==> config.mk <==
export PLATFORM = sky130hd
export DESIGN_NAME = ucontrol
export DESIGN_NICKNAME = d
export VERILOG_FILES = /design/src/rtl/ucontrol.sv
export SDC_FILE = /design/constraint.sdc
export NUM_CORES = 1
export LEC_CHECK = 0
export ABC_AREA = 1
export CAP_MARGIN = 40
export CELL_PAD_IN_SITES_DETAIL_PLACEMENT = 1
export CELL_PAD_IN_SITES_GLOBAL_PLACEMENT = 1
export CORE_MARGIN = 2
export CORE_UTILIZATION = 25
export DETAILED_ROUTE_END_ITERATION = 7
export GPL_ROUTABILITY_DRIVEN = 0
export GPL_TIMING_DRIVEN = 0
export PLACE_DENSITY_LB_ADDON = 0.2
export RECOVER_POWER = 100
export SYNTH_ARGS = -nofsm -noshare
export SYNTH_HDL_FRONTEND = slang
export SYNTH_SLANG_ARGS = --single-unit
==> constraint.sdc <==
create_clock -name clk -period 2.4 [get_ports clk]
set_input_delay 0.48 -clock clk [delete_from_list [all_inputs] [get_ports clk]]
set_output_delay 0.48 -clock clk [all_outputs]
set_load 0.02 [all_outputs]
==> src/rtl/ucontrol.sv <==
// ----------------------------------------------------------------------------
// ucontrol -- microcontroller control unit
//
// Three-state sequencer (BOOT, RUN, HALT). In RUN, the 6-bit opcode is
// decoded combinationally into datapath controls in the same cycle. The unit
// also keeps a free-running count of executed instructions.
//
// Ports:
//   clk     in   1  system clock, all state changes on its rising edge
//   reset   in   1  synchronous active-high reset
//   Opcode  in   6  instruction bits [15:10]
//   z       in   1  registered zero flag from the datapath
//   cont    in   1  resume request while halted
//   s_inc   out  1  PC mux select (0 = PC+1, 1 = jump target)
//   s_inm   out  1  immediate path select
//   we3     out  1  register file write enable
//   wez     out  1  zero-flag write enable
//   Op      out  3  ALU operation
//   pc_en   out  1  PC update enable
//   halted  out  1  high while in HALT
//   icount  out 16  executed-instruction count (wraps)
// ----------------------------------------------------------------------------
module ucontrol (
  input  logic        clk,
  input  logic        reset,
  input  logic [5:0]  Opcode,
  input  logic        z,
  input  logic        cont,
  output logic        s_inc,
  output logic        s_inm,
  output logic        we3,
  output logic        wez,
  output logic [2:0]  Op,
  output logic        pc_en,
  output logic        halted,
  output logic [15:0] icount
);

  typedef enum logic [1:0] {
    ST_BOOT = 2'd0,
    ST_RUN  = 2'd1,
    ST_HALT = 2'd2
  } state_t;

  state_t      state_q, state_d;
  logic [15:0] icount_q, icount_d;

  assign icount = icount_q;

  always_comb begin
    state_d  = state_q;
    icount_d = icount_q;
    s_inc    = 1'b0;
    s_inm    = 1'b0;
    we3      = 1'b0;
    wez      = 1'b0;
    Op       = 3'b000;
    pc_en    = 1'b0;
    halted   = 1'b0;

    case (state_q)
      ST_BOOT: begin
        state_d = ST_RUN;
      end

      ST_RUN: begin
        pc_en    = 1'b1;
        // The HALT opcode cycle is itself an executed instruction.
        icount_d = icount_q + 16'd1;
        if (Opcode[5]) begin
          // ALU operation: function field is Opcode[4:2]
          Op  = Opcode[4:2];
          we3 = 1'b1;
          wez = 1'b1;
        end else if (!Opcode[4]) begin
          // load immediate
          s_inm = 1'b1;
          we3   = 1'b1;
        end else begin
          // control-flow group 01xxxx; z is the registered flag as presented
          case (Opcode[3:0])
            4'b0000: s_inc = 1'b1;
            4'b0001: s_inc = z;
            4'b0010: s_inc = ~z;
            4'b0011: begin
              pc_en   = 1'b0;
              state_d = ST_HALT;
            end
            default: ; // NOP
          endcase
        end
      end

      ST_HALT: begin
        halted = 1'b1;
        // Stepping the PC on resume moves it past the HALT instruction.
        if (cont) begin
          pc_en   = 1'b1;
          state_d = ST_RUN;
        end
      end

      default: begin
        state_d = ST_BOOT;
      end
    endcase
  end

  always_ff @(posedge clk) begin
    if (reset) begin
      state_q  <= ST_BOOT;
      icount_q <= 16'h0000;
    end else begin
      state_q  <= state_d;
      icount_q <= icount_d;
    end
  end

endmodule

==> run_results.csv <==
group,metric,value,unit
run_status,status,"complete, no violations",
clocking,clock_latency,250,ps
sta,fin_tns_setup,0,ps
floorplan,die_w,68.69,um
drt,vias,1124,
clocking,numCtsBuffers,3,
clocking,cts-root-buf,"clkbuf_8",
floorplan,die_area,0.004718,mm2
global_route,grt_usage,0.1395,
floorplan,coreArea,0.004000,mm2
layout,synthToLayoutAreaGrowth,39.71,%
power_and_ir_drop,irDropWorstVdd,0.2373,mV
sta,fin_ws,101.5,ps
clocking,clockBufferDepth,2,
power_and_ir_drop,p_seq_frac,0.374,
sta,tightest_slew,429.4,ps
setup_path,worst_setup_path_end_kind,"output pin",
sta,period_needed,2298,ps
logic_synthesis,syn_nets,175,
global_route,grt_pass1_vias,1095,
power_and_ir_drop,p_per_area,641.6,mW/mm2
logic_synthesis,ys_seq_area_frac,0.3445,
setup_path,path_cells,"inv_1 > ha_2 > buf_6 > inv_2 > or2_1 > nor3_1 > clkdlybuf4s15_2",
clocking,cts.sinks,18,
layout,drive_gt1_frac,0.09645,
drt,wire_per_inst,12.52,um
drt,routed_wl,3092,um
power_and_ir_drop,power_frac_comb,0.401,
flow_run,maxCapViolations,0,
sta,rsz0062_at_grt,"no",
floorplan,rows,23,
logic_synthesis,synthCells,160,
global_route,antenna_found_initial,0,
logic_synthesis,synth_area_per_cell,6.538,um2
setup_path,worst_ep_arrival_time,1820,ps
floorplan,io_pins,35,
sta,finalHoldViolCount,0,
sta,relSlewSlack,0.7127,
drt,drtAntennaViolNets,0,
clocking,htree_num_levels,1,
setup_path,worstPathMaxFanout,10,
logic_synthesis,synth_area,0.001046,mm2
drt,dr.pass1.iters,4,
sta,setup-violations-final,0,
layout,antenna_cells,0,
setup_path,critPathKind,"reg -> out",
place,numPortBuffers,34,
logic_synthesis,yosys_warnings,0,
drt,vias_per_cell,4.551,
sta,fmax,0.4351,GHz
clocking,clk_pin_slew,70,ps
power_and_ir_drop,p_clk_frac,0.225,
clocking,cts_tree,"done",
sta,fin_hold_ws,500.8,ps
floorplan,start_util,0.2615,
power_and_ir_drop,p_sw,354.2,uW
drt,drcViolationCount,0,
logic_synthesis,yosys_register_bits,18,
power_and_ir_drop,leakagePower,0.0006703,uW
setup_path,cp_slowest_stage_delay,330,ps
place,placed_cell_area,0.001449,mm2
drt,drt_iter0_markers,9,
sta,finalCritPeriodShare,0.9577,
floorplan,chipHeight,68.69,um
power_and_ir_drop,switching_share,0.3778,
setup_path,slowest_stage,"dfxtp_1",
setup_path,crit_required,1920,ps
power_and_ir_drop,internal_power,583.4,uW
global_route,grt_pass1_wl,4892,um
layout,design_area,0.001461,mm2
logic_synthesis,ys_types,22,
layout,final_net_count,214,
global_route,grt_max_degree,11,
sta,slew_violations,0,
worst_hold_path,hold_path.class,"reg -> reg",
place,hpwl,2383,um
setup_path,crit_path_start_kind,"flip-flop",
place,place_ws,-130.7,ps
sta,finClkSkew,0.9464,ps
global_route,grt.overflow.total,0,
metrics by stage:
step	total power, uW	instances	utilization
2_1_floorplan	599.3	160	-
6_report	937.6	247	0.3653
3_5_place_dp	767.0	244	0.3622
5_1_grt	1015	247	0.3653
4_1_cts	972.0	247	0.3729
3_3_place_gp	745.9	244	0.3622
sequential cells by signal, summed over array words and instances, names as in the netlist:
register	cells
icount	16
state_q	2
layout by cell type (no fill, tap or decap):
cell type,instances
inv_1,20
nand3_2,1
and2_1,1
nand4_1,3
nand2_2,2
clkdlybuf4s15_2,1
buf_6,1
a21oi_1,9
or2_1,1
dlygate4sd3_1,18
nor2_1,32
nor3_1,1
nor2_2,4
mux2_2,1
clkbuf_1,3
nand3_1,7
clkdlybuf4s50_1,8
clkbuf_8,3
o21bai_1,2
ha_1,4
inv_2,2
dfxtp_1,18
o21ai_0,5
nand2_1,42
o21ai_2,1
ha_2,1
dlygate4sd2_1,4
nor2_4,1
buf_4,1
power by group through the flow:
| stage | clock network, uW | registers, uW | logic (uW) |
|---|---|---|---|
| floorplan | 0 | 370 | 229 |
| global placement | 0 | 355 | 391 |
| detailed placement | 0 | 359 | 408 |
| CTS | 221 | 351 | 400 |
| global route | 231 | 354 | 430 |
| finish | 211 | 350 | 376 |
area by class of cell:
type	instances	area, um2
multi-input combinational	118	578.1
buffer	2	18.77
sequential	18	360.3
timing repair buffer	34	317.8
inverter	22	82.58
clock buffer	3	41.29
tap	50	62.56
fill	511	2539
metal layers:
layer / track usage / wire (um) / up-vias
met5: 0 / 0 / -
met1: 0.1523 / 1282 / 520
met3: 0.02435 / 239 / 4
li1: - / - / 570
met4: 0.06000 / 42 / 0
met2: 0.2608 / 1527 / 30
critical path, delay by kind of cell (launching register included):
kind          cells  cell delay (ps)
flops             1              330
simple gates      2              420
fa+ha+maj         1              220
buf+inv           4              610
cell usage after synthesis (all sizes together):
cell     n  area (um2)
nor2    37       166.4
nand3    8       45.04
nand2   44       170.2
buf      2       15.01
nor3     1       5.000
and2     1       6.260
o21bai   2       15.01
nand4    3       25.02
inv     22       82.58
o21ai    6       30.02
ha       5       62.56
dfxtp   18       360.4
mux2     1       11.26
or2      1       6.260
a21oi    9       45.04
logic make-up after synthesis:
logic type / share of synthesized area
multiplexers: 0.01076
AND/OR/NAND/NOR: 0.4055
AO/OA/AOI/OAI: 0.08611
adder cells (fa/ha/maj): 0.05981
flip-flops: 0.3445
buffers and inverters: 0.09330
worst paths after layout:
| kind | start | to | slack, ps | cells after the start |
|---|---|---|---|---|
| max | state_q[1]$_SDFFE_PP0P_ | s_inc | 100 | 7 |
| min | icount[6]$_SDFFE_PP0P_ | icount[6]$_SDFFE_PP0P_ | 500 | 1 |
| max reg2reg | state_q[1]$_SDFFE_PP0P_ | icount[14]$_SDFFE_PP0P_ | 660 | 8 |
| min reg2reg | icount[6]$_SDFFE_PP0P_ | icount[6]$_SDFFE_PP0P_ | 500 | 1 |
what timing repair did:
action	CTS	global route
hold buffers	0	0
buffers inserted	0	0
pin swaps	0	0
setup endpoints to repair	7	4
gates resized for setup	11	6
cloned	0	0
Note: power is estimated with default switching activity, not from simulation.
